==> src/rtl/ika2151_timer.sv <==
// ika2151_timer: OPM Timer A (10-bit) and Timer B (8-bit with /16 prescaler).
// Counters step once per sample (CYCLE_31 on a phi1 negative-edge enable).
// They produce the status flags, IRQ_n and the Timer A overflow pulse used for CSM key-on.
// Optional build macro IKA2151_TIMER_STATUS_READ_EN adds two ports:
// a counter read-back port and a freeze input.
module ika2151_timer (
    input  logic        i_EMUCLK,
    input  logic        i_MRST_n,
    input  logic        i_phi1_NCEN_n,
    input  logic        i_CYCLE_31,
    input  logic [9:0]  i_TA_VAL,
    input  logic [7:0]  i_TB_VAL,
    input  logic        i_TA_LD,
    input  logic        i_TB_LD,
    input  logic        i_TA_IRQEN,
    input  logic        i_TB_IRQEN,
    input  logic        i_TA_FRST,
    input  logic        i_TB_FRST,
`ifdef IKA2151_TIMER_STATUS_READ_EN
    input  logic        i_TIMER_FREEZE,
    output logic [17:0] o_TIMER_CNT_RD,
`endif
    output logic        o_TA_FLAG,
    output logic        o_TB_FLAG,
    output logic        o_IRQ_n,
    output logic        o_TA_OVFL
);

    logic       en;
    logic       tick;
    logic       ta_rise, tb_rise;
    logic       tb_step;
    logic       ta_ovfl, tb_ovfl;

    logic [9:0] cnt_a_q, cnt_a_d;
    logic [7:0] cnt_b_q, cnt_b_d;
    logic [3:0] presc_q, presc_d;
    logic       ta_ld_q, ta_ld_d;
    logic       tb_ld_q, tb_ld_d;
    logic       ta_flag_q, ta_flag_d;
    logic       tb_flag_q, tb_flag_d;
    logic       ta_ovfl_q, ta_ovfl_d;

    assign en = ~i_phi1_NCEN_n;

`ifdef IKA2151_TIMER_STATUS_READ_EN
    logic [17:0] cnt_rd_q, cnt_rd_d;
    // Freeze only suppresses sample ticks; loads and flag clears keep working.
    assign tick = en & i_CYCLE_31 & ~i_TIMER_FREEZE;
    assign o_TIMER_CNT_RD = cnt_rd_q;
`else
    assign tick = en & i_CYCLE_31;
`endif

    // A load rise always wins over a tick on the same edge, so it can never overflow.
    assign ta_rise = i_TA_LD & ~ta_ld_q;
    assign tb_rise = i_TB_LD & ~tb_ld_q;
    assign tb_step = tick & (presc_q == 4'd15);
    assign ta_ovfl = i_TA_LD & ~ta_rise & tick    & (cnt_a_q == 10'd1023);
    assign tb_ovfl = i_TB_LD & ~tb_rise & tb_step & (cnt_b_q == 8'd255);

    // Next-state for counters, prescaler, load edge detectors, flags and overflow pulse.
    always_comb begin
        cnt_a_d   = cnt_a_q;
        cnt_b_d   = cnt_b_q;
        presc_d   = presc_q;
        ta_ld_d   = ta_ld_q;
        tb_ld_d   = tb_ld_q;
        ta_flag_d = ta_flag_q;
        tb_flag_d = tb_flag_q;
        ta_ovfl_d = ta_ovfl_q;
        if (en) begin
            ta_ld_d   = i_TA_LD;
            tb_ld_d   = i_TB_LD;
            ta_ovfl_d = ta_ovfl;

            if (ta_rise) begin
                cnt_a_d = i_TA_VAL;
            end else if (i_TA_LD && tick) begin
                cnt_a_d = ta_ovfl ? i_TA_VAL : cnt_a_q + 10'd1;
            end

            // Prescaler free-runs on ticks and is never realigned by a load.
            if (tick) begin
                presc_d = presc_q + 4'd1;
            end

            if (tb_rise) begin
                cnt_b_d = i_TB_VAL;
            end else if (i_TB_LD && tb_step) begin
                cnt_b_d = tb_ovfl ? i_TB_VAL : cnt_b_q + 8'd1;
            end

            // Setting by an overflow takes precedence over a coincident clear.
            if (ta_ovfl && i_TA_IRQEN) begin
                ta_flag_d = 1'b1;
            end else if (i_TA_FRST) begin
                ta_flag_d = 1'b0;
            end

            if (tb_ovfl && i_TB_IRQEN) begin
                tb_flag_d = 1'b1;
            end else if (i_TB_FRST) begin
                tb_flag_d = 1'b0;
            end
        end
    end

    // State registers with synchronous active-low core reset.
    always_ff @(posedge i_EMUCLK) begin
        if (!i_MRST_n) begin
            cnt_a_q   <= '0;
            cnt_b_q   <= '0;
            presc_q   <= '0;
            ta_ld_q   <= 1'b0;
            tb_ld_q   <= 1'b0;
            ta_flag_q <= 1'b0;
            tb_flag_q <= 1'b0;
            ta_ovfl_q <= 1'b0;
        end else begin
            cnt_a_q   <= cnt_a_d;
            cnt_b_q   <= cnt_b_d;
            presc_q   <= presc_d;
            ta_ld_q   <= ta_ld_d;
            tb_ld_q   <= tb_ld_d;
            ta_flag_q <= ta_flag_d;
            tb_flag_q <= tb_flag_d;
            ta_ovfl_q <= ta_ovfl_d;
        end
    end

`ifdef IKA2151_TIMER_STATUS_READ_EN
    // Read-back snapshot of both counters, refreshed on every enabled edge.
    always_comb begin
        cnt_rd_d = cnt_rd_q;
        if (en) begin
            cnt_rd_d = {cnt_b_q, cnt_a_q};
        end
    end

    // Read-back register.
    always_ff @(posedge i_EMUCLK) begin
        if (!i_MRST_n) begin
            cnt_rd_q <= '0;
        end else begin
            cnt_rd_q <= cnt_rd_d;
        end
    end
`endif

    assign o_TA_FLAG = ta_flag_q;
    assign o_TB_FLAG = tb_flag_q;
    assign o_TA_OVFL = ta_ovfl_q;
    assign o_IRQ_n   = ~(ta_flag_q | tb_flag_q);

endmodule
==> config.mk <==
export PLATFORM = sky130hd
export DESIGN_NAME = ika2151_timer
export DESIGN_NICKNAME = d
export VERILOG_FILES = /design/src/rtl/ika2151_timer.sv
export SDC_FILE = /design/constraint.sdc
export NUM_CORES = 1
export LEC_CHECK = 0
export ABC_AREA = 1
export CAP_MARGIN = 15
export CORE_ASPECT_RATIO = 1.5
export CORE_MARGIN = 4
export CORE_UTILIZATION = 40
export CTS_CLUSTER_SIZE = 28
export DETAILED_ROUTE_END_ITERATION = 12
export DONT_BUFFER_PORTS = 1
export SYNTH_ARGS = -nofsm -noshare
export SYNTH_HDL_FRONTEND = slang
export SYNTH_SLANG_ARGS = --single-unit
export TNS_END_PERCENT = 30
==> constraint.sdc <==
create_clock -name i_EMUCLK -period 3.32 [get_ports i_EMUCLK]
set_input_delay 0.83 -clock i_EMUCLK [delete_from_list [all_inputs] [get_ports i_EMUCLK]]
set_output_delay 0.83 -clock i_EMUCLK [all_outputs]
set_load 0.01 [all_outputs]
-- After elaboration in Yosys (flattened, before gate mapping)
Index checks and enable logic that the tools add are counted.
- add/sub/neg operators: 3
- equal/unequal tests: 3
- mux-type cells: 10
- bitwise gates (word level): 17
- reduce and logical (&&, ||, !) cells: 13
- operators with widths (cell ; number):
    $mux W10 ; 3
    $mux W8 ; 3
    $add A10 B1 Y10 const B ; 1
    $and A1 B1 Y1 ; 10
    $eq A10 B10 Y1 const B ; 1
    $reduce_and A2 Y1 ; 5
    $add A8 B1 Y8 const B ; 1
    $eq A8 B8 Y1 const B ; 1
    $reduce_bool A2 Y1 ; 4
    $not A1 Y1 ; 6
    $add A4 B1 Y4 const B ; 1
    $eq A4 B4 Y1 const B ; 1
    $logic_and A1 B1 Y1 ; 4
    $mux W1 ; 4
    $or A1 B1 Y1 ; 1
- bits in registers: 27
- input bits: 28
- logic and storage cells: 54

-- Longest topological paths before layout
Gate-level depths: netlist of run 1.
- depth in word-level cells: 9
- gate-level depth with buffers: 11
- depth with buffers taken out: 11

-- Worst setup path after synthesis of run 1
Ideal clock, no wire load.
- kind: in2reg
- start: input i_phi1_NCEN_n
- end: register cnt_b_q[3]
- library setup time: 0.115 ns
- data arrival time: 1.552 ns
- data required time: 3.205 ns
- setup slack: 1.653 ns
- cell stages on the path: 9
- cells stage by stage: inv_4 nand2_4 nor2_4 nor2_4 nor2_4 buf_6 nand3_1 nand2_1 nor2_1
- longest elaborated chain between the ends: 8
- RTL lines (what ; RTL line ; text):
    from (decl) ; 9 ; input logic i_phi1_NCEN_n,
    $not A1 Y1 (no line) * ; - ;
    $and A1 B1 Y1 ; 52 ; assign tick = en & i_CYCLE_31;
    $and A1 B1 Y1 ; 58 ; assign tb_step = tick & (presc_q == 4'd15);
    $and A1 B1 Y1 (2 in a row) ; 60 ; assign tb_ovfl = i_TB_LD & ~tb_rise & tb_step & (cnt_b_q == 8'd255);
    $mux W8 ; 91 ; cnt_b_d = tb_ovfl ? i_TB_VAL : cnt_b_q + 8'd1;
    $mux W8 ; 90 ; end else if (i_TB_LD && tb_step) begin
    $mux W8 ; 88 ; if (tb_rise) begin
    to (signal assigned) ; 122 ; cnt_b_q <= cnt_b_d;
    to (decl) ; 36 ; logic [7:0] cnt_b_q, cnt_b_d;
Every way passes the cells marked *; elsewhere a longest branch is shown, timed or not. The select of a mux whose other input is x is not followed.
A chain may end at the register's enable or synchronous reset.

-- Final worst setup path of run 1
- start: register cnt_b_q[0]
- end: register cnt_b_q[2]
- longest elaborated chain between the ends: 5
- RTL lines (what ; RTL line):
    parallel branches: the longest is 2 deep, another holds $add A8 B1 Y8 ; -
    $mux W8 * ; 91
    $mux W8 * ; 90
    $mux W8 * ; 88
Every way passes the cells marked *. The select of a mux whose other input is x is not followed.

==> impl_metrics.py, run 1 <==
metrics = {
    "sta": {
        "finalHoldViolations": 0,
        "worst-slew-pin-transition_ns": 0.566,
        "final-max-slew-violation-count": 0,
        "relSlewSlack": 0.622,
        "holdWs_ns": 0.485,
        "rsz0062_at_grt": "no",
        "final.period_utilization": 0.521,
        "final.setup_skew_ns": 0.00311,
        "tns_ns": 0,
        "finalCriticalPeriod_ns": 1.73,
        "timing.final.setup_violations": 0,
        "max_freq_mhz": 578,
    },
    "die": {
        "placementRows": 29,
        "die_h_um": 88.5,
        "die-area_sq_mm": 0.00546,
        "die-width_um": 61.7,
        "start_util": 0.411,
        "ioPinCount": 32,
        "core_area_sq_mm": 0.00421,
    },
    "global_routing": {
        "total_grt_overflow": 0,
        "grtUsageMet1": 0.172,
        "grt_start_max_net_pins": 17,
        "grt_busiest_layer": "met2",
        "first_global_vias": 1610,
        "grtUsageMet2": 0.307,
        "grt_antenna_before_repair": 0,
        "gr-usage-all-layers": 0.161,
        "groute.layer.met3.usage": 0.0277,
        "grt_pass1_wl_mm": 6.77,
    },
    "worst_setup_path": {
        "cp_slowest_stage_delay_ns": 0.39,
        "critical_path_arrival_ns": 1.91,
        "cp-start-kind": "flip-flop",
        "cp_common_cell": "nor2_1",
        "crit_path_capture_type": "flip-flop",
        "critPathTopFamily": "simple AND/OR/NAND/NOR gates",
        "worst-endpoint-required_ns": 3.50,
        "crit_chain": "ha_1, nand3_1, nor2_2, nand3_2, nand2_2, o21ai_0, nor2_1, nor2_1",
        "setup.worst_path.class": "flip-flop to flip-flop",
        "critPathBufInv": 0,
        "path_max_fanout": 11,
        "cp_slowest_cell": "dfxtp_1",
    },
    "route": {
        "drt-initial-drc-count": 63,
        "routed_via_density": 5.05,
        "wl_mm": 3.93,
        "post-route-drc-count": 0,
        "wl_per_cell_um": 12.4,
        "num_vias": 1600,
        "drt-pass1-iter-count": 4,
        "final_antenna_net_count": 0,
    },
    "clock_network": {
        "cts_tree": "done",
        "postCtsSetupBuffers": 0,
        "cts_hold_buf": 0,
        "total_number_of_clock_tree_sinks": 27,
        "clock_latency_ns": 0.27,
        "cts-root-buf": "clkbuf_8",
        "clk_pin_slew_ns": 0.09,
        "clk_path_buf_depth": 2,
        "htree_depth": 1,
        "cts_inserted_buffers": 3,
        "resized_gates_after_cts": 0,
    },
    "power": {
        "power_density_mw_per_mm2": 357,
        "p_total_w": 0.000639,
        "ir_drop_v": 0.000198,
        "p_leak_nw": 0.768,
    },
    "placed_design": {
        "port_buffers": 0,
        "detailed_place_hpwl_mm": 3.02,
        "placedInstanceArea_sq_mm": 0.00174,
        "gp_routability_congestion": 0.832,
    },
    "status": {
        "outcome": "complete, no violations",
    },
    "worst_hold_path": {
        "hold_path.class": "flip-flop to flip-flop",
    },
    "synthesis": {
        "nets_in_the_synthesized_netlist": 304,
        "most_used_flip_flop_cell_after_synthesis": "dfxtp_1",
        "netlist_instances": 273,
        "synth.area.top_cells": "dfxtp_1 31%, nand2_1 17%, nand3_1 11%",
        "syn_area_sq_mm": 0.00173,
        "ys.warnings.count": 0,
        "synth.distinct_cells": 28,
        "netlist.area_leader.share": 0.313,
        "synth_seq_area_share": 0.313,
        "synth-seq-cells": 27,
        "synth_enable_flop_cells": 0,
        "post-synth-top-area-cell": "dfxtp_1",
        "asyncSetResetFlopFracSynth": 0,
        "synth.avg_cell_area_sq_um": 6.33,
    },
    "final_layout": {
        "flow.area_growth_from_synthesis_pct": 3.55,
        "final_layout_size_suffix_gt1_frac": 0.0738,
        "num-nets-final": 303,
        "filler_cells_inserted": 454,
        "layout_commonest_cell": "nand2_1",
        "antenna_diode_instance_count": 0,
        "mostFrequentLayoutCells": "79 x nand2_1, 38 x nand3_1, 33 x inv_1, 32 x nor2_1, 27 x dfxtp_1",
        "layout.cell_area.non_filler_sq_mm": 0.00179,
    },
    "flow_run": {
        "drv_cap": 0,
    },
}
[metal layers]
metal	vias to the layer above	wire, um
met5	-	0
met1	701	1560
met4	0	72
li1	864	-
met3	8	125
met2	27	2170
[flip-flops by register name (all words and copies together) (netlist names)]
register,count
cnt_a_q,10
cnt_b_q,8
presc_q,4
o_TA_FLAG,1
o_TA_OVFL,1
o_TB_FLAG,1
ta_ld_q,1
tb_ld_q,1
[power by group]
group | internal [W] | switching [W] | total [W]
sequential | 0.000339 | 0.0000170 | 0.000356
combinational | 0.0000344 | 0.0000568 | 0.0000913
clock | 0.0000861 | 0.000106 | 0.000192
[through the flow]
stage          instances  setup slack (ns)   util
6_report             317              1.59  0.425
5_1_grt              317              1.35  0.425
4_1_cts              317              1.56  0.425
3_5_place_dp         313              1.37  0.414
3_3_place_gp         313              1.37  0.414
2_1_floorplan        273              1.65      -
[cells by family after synthesis]
group | Yosys count | share of synthesized area
AOI/OAI and AO/OA | 30 | 0.0985
DFF | 27 | 0.313
and+or+nand+nor | 168 | 0.442
buffers and inverters | 40 | 0.0992
adders and majority gates | 3 | 0.0217
xor gates and xnor gates | 5 | 0.0253
[worst paths after layout]
path / from / end / slack [ns] / cells past startpoint
max: cnt_b_q[0]$_SDFFE_PN0P_ / cnt_b_q[2]$_SDFFE_PN0P_ / 1.59 / 8
min reg2reg: presc_q[2]$_SDFFE_PN0P_ / presc_q[2]$_SDFFE_PN0P_ / 0.49 / 2
min: presc_q[2]$_SDFFE_PN0P_ / presc_q[2]$_SDFFE_PN0P_ / 0.49 / 2
max reg2reg: cnt_b_q[0]$_SDFFE_PN0P_ / cnt_b_q[2]$_SDFFE_PN0P_ / 1.59 / 8
[synthesized netlist by cell type (3+ instances only)]
library cell / number
a21oi_1: 17
ha_1: 3
xor2_1: 4
o21ai_0: 7
dfxtp_1: 27
nand3_1: 38
inv_1: 33
clkbuf_1: 3
nor2_4: 4
nor2_1: 32
nand2_1: 79
nand2_2: 3
[worst reg2reg max path, cell delays in order, from the launching register on]
cell and delay (ns):
dfxtp_1 0.39, ha_1 0.24, nand3_1 0.13, nor2_2 0.16, nand3_2 0.24, nand2_2 0.23
o21ai_0 0.10, nor2_1 0.11, nor2_1 0.04
[layout make-up]
class	count	area [sq um]	share of cell area
clock buffer	4	45.0	0.0252
inverter	34	130	0.0727
multi-input combinational	206	1020	0.568
sequential	27	541	0.302
tap	46	57.6	0.0322
Note: power is estimated with default switching activity, not from simulation.
==> run 2: changes to the inputs <==
Clock period 3.32 ns to 1.4 ns, I/O delays scaled along.
==> run 2 against run 1 <==
The flow now finishes with violations (negative setup slack). First-iteration DRC count increased by 9.5%. Via count increased by 12%. Clock skew rose by 0.0054 ns. Cell area up 25%. Clock power is 140% higher. Fmax is 23% higher. Sequential cell count stayed put. Sequential power up 140%. Routed wire length grew 14%. Count of clock-buffer cells in the layout down 1. Register-to-register slack worse by 1.6 ns. Critical path type unchanged. Critical endpoint is now cnt_b_q[7]$_SDFFE_PN0P_.
==> impl_metrics.py, run 2 (synthesized netlist as in run 1, its figures left out) <==
metrics = {
    "status": {
        "outcome": "complete, but fails checks",
        "failed_checks": "negative setup slack",
    },
    "power": {
        "power_density_mw_per_mm2": 729,
        "ir_drop_v": 0.000479,
        "p_leak_nw": 1.01,
        "p_int_w": 0.00116,
        "switching_share": 0.292,
        "seq_power_share": 0.514,
        "power.switching_w": 0.000478,
        "power.share.combinational": 0.200,
        "p_clk_frac": 0.286,
    },
    "worst_setup_path": {
        "worst_flop_to_flop_path_endpoint": "cnt_b_q[7]$_SDFFE_PN0P_",
        "setup.worst_path.class": "flip-flop to flip-flop",
        "timing.reg2reg.worst_path_depth": 9,
        "crit_path_capture_type": "flip-flop",
        "path_max_fanout": 6,
        "critical_path_arrival_ns": 1.59,
        "r2r_setup_slack_ns": -0.01,
        "cp-start-kind": "flip-flop",
        "worst_r2r_startpoint": "presc_q[0]$_SDFFE_PN0P_",
        "worst-endpoint-required_ns": 1.58,
    },
    "die": {
        "die-area_sq_mm": 0.00546,
        "placementRows": 29,
        "die-width_um": 61.7,
        "die_h_um": 88.5,
        "ioPinCount": 32,
        "start_util": 0.411,
        "core_area_sq_mm": 0.00421,
    },
    "clock_network": {
        "cts_inserted_buffers": 3,
        "clk_path_buf_depth": 2,
        "clk_pin_slew_ns": 0.10,
        "cts_hold_buf": 0,
        "total_number_of_clock_tree_sinks": 27,
        "clock_latency_ns": 0.28,
        "htree_depth": 1,
        "cts_tree": "done",
        "cts-root-buf": "clkbuf_8",
    },
    "global_routing": {
        "total_grt_overflow": 0,
        "first_global_vias": 1722,
        "grt_start_max_net_pins": 16,
        "grt_pass1_wl_mm": 7.31,
        "grt_antenna_before_repair": 0,
        "gr-usage-all-layers": 0.176,
    },
    "sta": {
        "relSlewSlack": 0.754,
        "final-max-slew-violation-count": 0,
        "timing.final.ws_setup_ns": -0.0111,
        "final.period_utilization": 1.01,
        "holdWs_ns": 0.164,
        "worst-slew-pin-transition_ns": 0.368,
        "max_freq_mhz": 709,
        "finalHoldViolations": 0,
        "finalCriticalPeriod_ns": 1.41,
        "timing.final.setup_violations": 4,
        "rsz0062_at_grt": "yes",
        "tns_ns": -0.0348,
        "final.setup_skew_ns": 0.00854,
    },
    "final_layout": {
        "num-nets-final": 343,
        "largest_reg_flops": 10,
        "layout.cell_area.non_filler_sq_mm": 0.00224,
        "flow.area_growth_from_synthesis_pct": 29.6,
        "top_register": "cnt_a_q",
        "final_layout_size_suffix_gt1_frac": 0.264,
        "layout_commonest_cell": "nand2_1",
        "finish.cell_count_without_fillers": 357,
        "mostFrequentLayoutCells": "76 x nand2_1, 36 x buf_4, 35 x nand3_1, 32 x inv_1, 28 x nor2_1",
        "antenna_diode_instance_count": 0,
        "biggest_registers_after_layout": "cnt_a_q (10), cnt_b_q (8), presc_q (4)",
    },
    "placed_design": {
        "gp_routability_congestion": 0.841,
        "place_inst": 350,
        "placedInstanceArea_sq_mm": 0.00202,
        "port_buffers": 0,
        "detailed_place_hpwl_mm": 3.39,
        "dp_worst_setup_slack_ns": -0.0766,
    },
    "route": {
        "drt-pass1-iter-count": 4,
        "drt-initial-drc-count": 69,
        "final_antenna_net_count": 0,
        "num_vias": 1787,
        "wl_mm": 4.47,
        "routed_via_density": 5.01,
        "wl_per_cell_um": 12.5,
        "post-route-drc-count": 0,
    },
    "worst_hold_path": {
        "worst_hold_startpoint": "i_MRST_n",
        "hold_ep": "cnt_b_q[6]$_SDFFE_PN0P_",
        "min_delay_path_depth": 2,
        "hold_path.class": "input pin to flip-flop",
    },
    "flow_run": {
        "drv_cap": 0,
    },
}
-- run 2: changes by cell type in the layout (fill, tap and decap cells not counted), moves of 4 or more --
cell	change
buf_4	+36
dfxtp_1	-6
dfxtp_2	+6
nand2_4	+4
nor2_1	-4
-- run 2: what timing repair did --
item | 4_1_cts | 5_1_grt
gates cloned | 1 | 0
buffers inserted | 1 | 1
hold endpoints to repair | 0 | 0
gates resized for setup | 24 | 15
setup endpoints to repair | 18 | 20
pin swaps | 4 | 10
-- run 2: metrics by stage --
step / util / total power [W]
2_1_floorplan: - / 0.00104
3_3_place_gp: 0.480 / 0.00114
3_5_place_dp: 0.480 / 0.00115
4_1_cts: 0.514 / 0.00163
5_1_grt: 0.532 / 0.00173
6_report: 0.532 / 0.00163
-- run 2: critical path, stage by stage (launching register included) --
cell and delay, ns:
dfxtp_2 0.37, ha_4 0.15, nand3_4 0.08, nor2_4 0.15, nor2_4 0.05, nor2_4 0.19
buf_4 0.17, inv_1 0.04, nand2_1 0.06, a21oi_2 0.05
-- run 2: routing by layer --
metal / track usage / up-vias / share of wire / routed length, um
li1: - / 943 / - / -
met1: 0.195 / 792 / 0.41 / 1840
met2: 0.321 / 36 / 0.53 / 2360
met3: 0.0263 / 16 / 0.031 / 137
met4: 0.0714 / 0 / 0.031 / 138
met5: 0 / - / 0 / 0
-- run 2: power groups by stage --
| stage | combinational, W | sequential (W) | clock (W) |
|---|---|---|---|
| global placement | 0.000300 | 0.000844 | 0 |
| finish | 0.000327 | 0.000839 | 0.000467 |
| detailed placement | 0.000302 | 0.000845 | 0 |
| global route | 0.000373 | 0.000843 | 0.000513 |
| floorplan | 0.000192 | 0.000852 | 0 |
| CTS | 0.000317 | 0.000832 | 0.000485 |
-- run 2: worst max path at each step --
stage                                          to                     from  cells past startpoint  slack (ns)
after global routing      cnt_b_q[0]$_SDFFE_PN0P_  presc_q[0]$_SDFFE_PN0P_                     10       -0.12
after CTS                 cnt_b_q[3]$_SDFFE_PN0P_  presc_q[0]$_SDFFE_PN0P_                      9       -0.04
after global placement    cnt_b_q[0]$_SDFFE_PN0P_  cnt_b_q[1]$_SDFFE_PN0P_                      8       -0.08
after floorplan           cnt_b_q[3]$_SDFFE_PN0P_  cnt_b_q[0]$_SDFFE_PN0P_                      9        0.04
after detailed placement  cnt_b_q[0]$_SDFFE_PN0P_  cnt_b_q[1]$_SDFFE_PN0P_                      8       -0.08
final                     cnt_b_q[7]$_SDFFE_PN0P_  presc_q[0]$_SDFFE_PN0P_                      9       -0.01
-- run 2: final cells by class --
cell class	instances	area, sq um
Clock buffer	3	41.3
Clock inverter	1	5.00
Fill cell	436	1970
Inverter	34	130
Multi-Input combinational cell	207	1150
Sequential cell	27	548
Tap cell	46	57.6
Timing Repair Buffer	39	304
==> run 3: changes to the inputs <==
Clock period 1.4 ns to 1.7 ns, I/O delays scaled along.
==> run 3 against run 2 <==
The flow now finishes without violations. Count of clock-buffer cells in the layout is the same. First-iteration DRC count grew 7.2%. Worst setup slack gained 0.16 ns. Clock power shrank 16%. Largest cell class unchanged. Largest power group unchanged.
==> impl_metrics.py, run 3 (synthesized netlist as in run 1, its figures left out) <==
metrics = {
    "worst_setup_path": {
        "path_max_fanout": 7,
        "worst-endpoint-required_ns": 1.88,
        "crit_path_capture_type": "flip-flop",
        "cp-start-kind": "flip-flop",
        "critical_path_arrival_ns": 1.73,
        "setup.worst_path.class": "flip-flop to flip-flop",
    },
    "die": {
        "die-width_um": 61.7,
        "die-area_sq_mm": 0.00546,
        "placementRows": 29,
        "start_util": 0.411,
        "die_h_um": 88.5,
        "ioPinCount": 32,
        "core_area_sq_mm": 0.00421,
    },
    "sta": {
        "timing.final.setup_violations": 0,
        "timing.final.ws_setup_ns": 0.148,
        "final.setup_skew_ns": 0.00997,
        "rsz0062_at_grt": "no",
        "final-max-slew-violation-count": 0,
        "tns_ns": 0,
        "final.period_utilization": 0.913,
        "finalCriticalPeriod_ns": 1.55,
        "finalHoldViolations": 0,
        "worst-slew-pin-transition_ns": 0.316,
        "relSlewSlack": 0.789,
        "holdWs_ns": 0.246,
        "max_freq_mhz": 644,
    },
    "placed_design": {
        "gp_routability_congestion": 0.860,
        "dp_worst_setup_slack_ns": 0.0537,
        "detailed_place_hpwl_mm": 3.23,
        "placedInstanceArea_sq_mm": 0.00180,
        "port_buffers": 0,
        "place_inst": 321,
    },
    "power": {
        "p_leak_nw": 0.847,
        "power_density_mw_per_mm2": 667,
        "ir_drop_v": 0.000526,
    },
    "clock_network": {
        "total_number_of_clock_tree_sinks": 27,
        "cts-root-buf": "clkbuf_8",
        "cts_inserted_buffers": 3,
        "clock_latency_ns": 0.28,
        "cts_tree": "done",
        "clk_pin_slew_ns": 0.11,
        "clk_path_buf_depth": 2,
        "htree_depth": 1,
        "cts_hold_buf": 0,
    },
    "route": {
        "wl_per_cell_um": 12.8,
        "post-route-drc-count": 0,
        "drt-pass1-iter-count": 4,
        "routed_via_density": 5.06,
        "wl_mm": 4.24,
        "num_vias": 1680,
        "drt-initial-drc-count": 74,
        "final_antenna_net_count": 0,
    },
    "final_layout": {
        "layout.cell_area.non_filler_sq_mm": 0.00194,
        "layout_commonest_cell": "nand2_1",
        "top_register": "cnt_a_q",
        "biggest_registers_after_layout": "cnt_a_q (10), cnt_b_q (8), presc_q (4)",
        "mostFrequentLayoutCells": "79 x nand2_1, 38 x nand3_1, 33 x inv_1, 32 x nor2_1, 25 x dfxtp_1",
        "final_layout_size_suffix_gt1_frac": 0.136,
        "flow.area_growth_from_synthesis_pct": 12.2,
        "largest_reg_flops": 10,
        "finish.cell_count_without_fillers": 332,
        "antenna_diode_instance_count": 0,
        "num-nets-final": 318,
    },
    "global_routing": {
        "gr-usage-all-layers": 0.162,
        "first_global_vias": 1541,
        "grt_start_max_net_pins": 17,
        "grt_pass1_wl_mm": 6.81,
        "grt_antenna_before_repair": 0,
        "total_grt_overflow": 0,
    },
    "status": {
        "outcome": "complete, no violations",
    },
    "worst_hold_path": {
        "hold_path.class": "input pin to flip-flop",
    },
    "flow_run": {
        "drv_cap": 0,
    },
}
==> run 3: area by class of cell <==
class,count,area [sq um]
Fill cell,451,2270
Multi-Input combinational cell,207,1040
Sequential cell,27,543
Inverter,34,130
Timing Repair Buffer,14,118
Tap cell,46,57.6
Clock buffer,3,41.3
Clock inverter,1,7.51
==> run 3: worst paths after layout <==
kind	start	to	slack (ns)	depth (start not counted)
setup / recovery	cnt_b_q[0]$_SDFFE_PN0P_	cnt_b_q[3]$_SDFFE_PN0P_	0.15	9
hold / removal	i_MRST_n	cnt_b_q[5]$_SDFFE_PN0P_	0.25	2
setup reg to reg	cnt_b_q[0]$_SDFFE_PN0P_	cnt_b_q[3]$_SDFFE_PN0P_	0.15	9
hold reg to reg	presc_q[2]$_SDFFE_PN0P_	presc_q[2]$_SDFFE_PN0P_	0.49	2
==> run 3: repair_timing <==
item / CTS / global route
setup endpoints to repair: 0 / 9
gates resized for setup: 0 / 7
buffers inserted: 0 / 6
==> run 3: per-stage QoR <==
stage           util  power, W
6_report       0.461   0.00129
5_1_grt        0.461   0.00137
4_1_cts        0.440   0.00130
3_5_place_dp   0.429  0.000905
3_3_place_gp   0.429  0.000903
2_1_floorplan      -  0.000859
==> run 3: per-layer routing <==
layer,GRT usage,vias to the layer above,part of all wire
met4,0.0521,0,0.013
met2,0.301,19,0.54
met5,0,-,0
li1,-,895,-
met3,0.0234,4,0.023
met1,0.181,762,0.42
==> run 3: power by group <==
| part | leakage (nW) | total [W] | internal (W) | switching (W) |
|---|---|---|---|---|
| logic | 0.604 | 0.000210 | 0.0000869 | 0.000123 |
| registers | 0.221 | 0.000694 | 0.000663 | 0.0000310 |
| clock network | 0.0217 | 0.000390 | 0.000167 | 0.000223 |
==> run 3: worst max-delay path, cell delays in order (launching register included) <==
cell,delay [ns]
dfxtp_1,0.38
ha_1,0.19
nand3_1,0.13
nor2_2,0.20
nand3_4,0.13
buf_12,0.15
nand3b_1,0.07
nand3_1,0.09
nand2_1,0.07
nor2_1,0.03
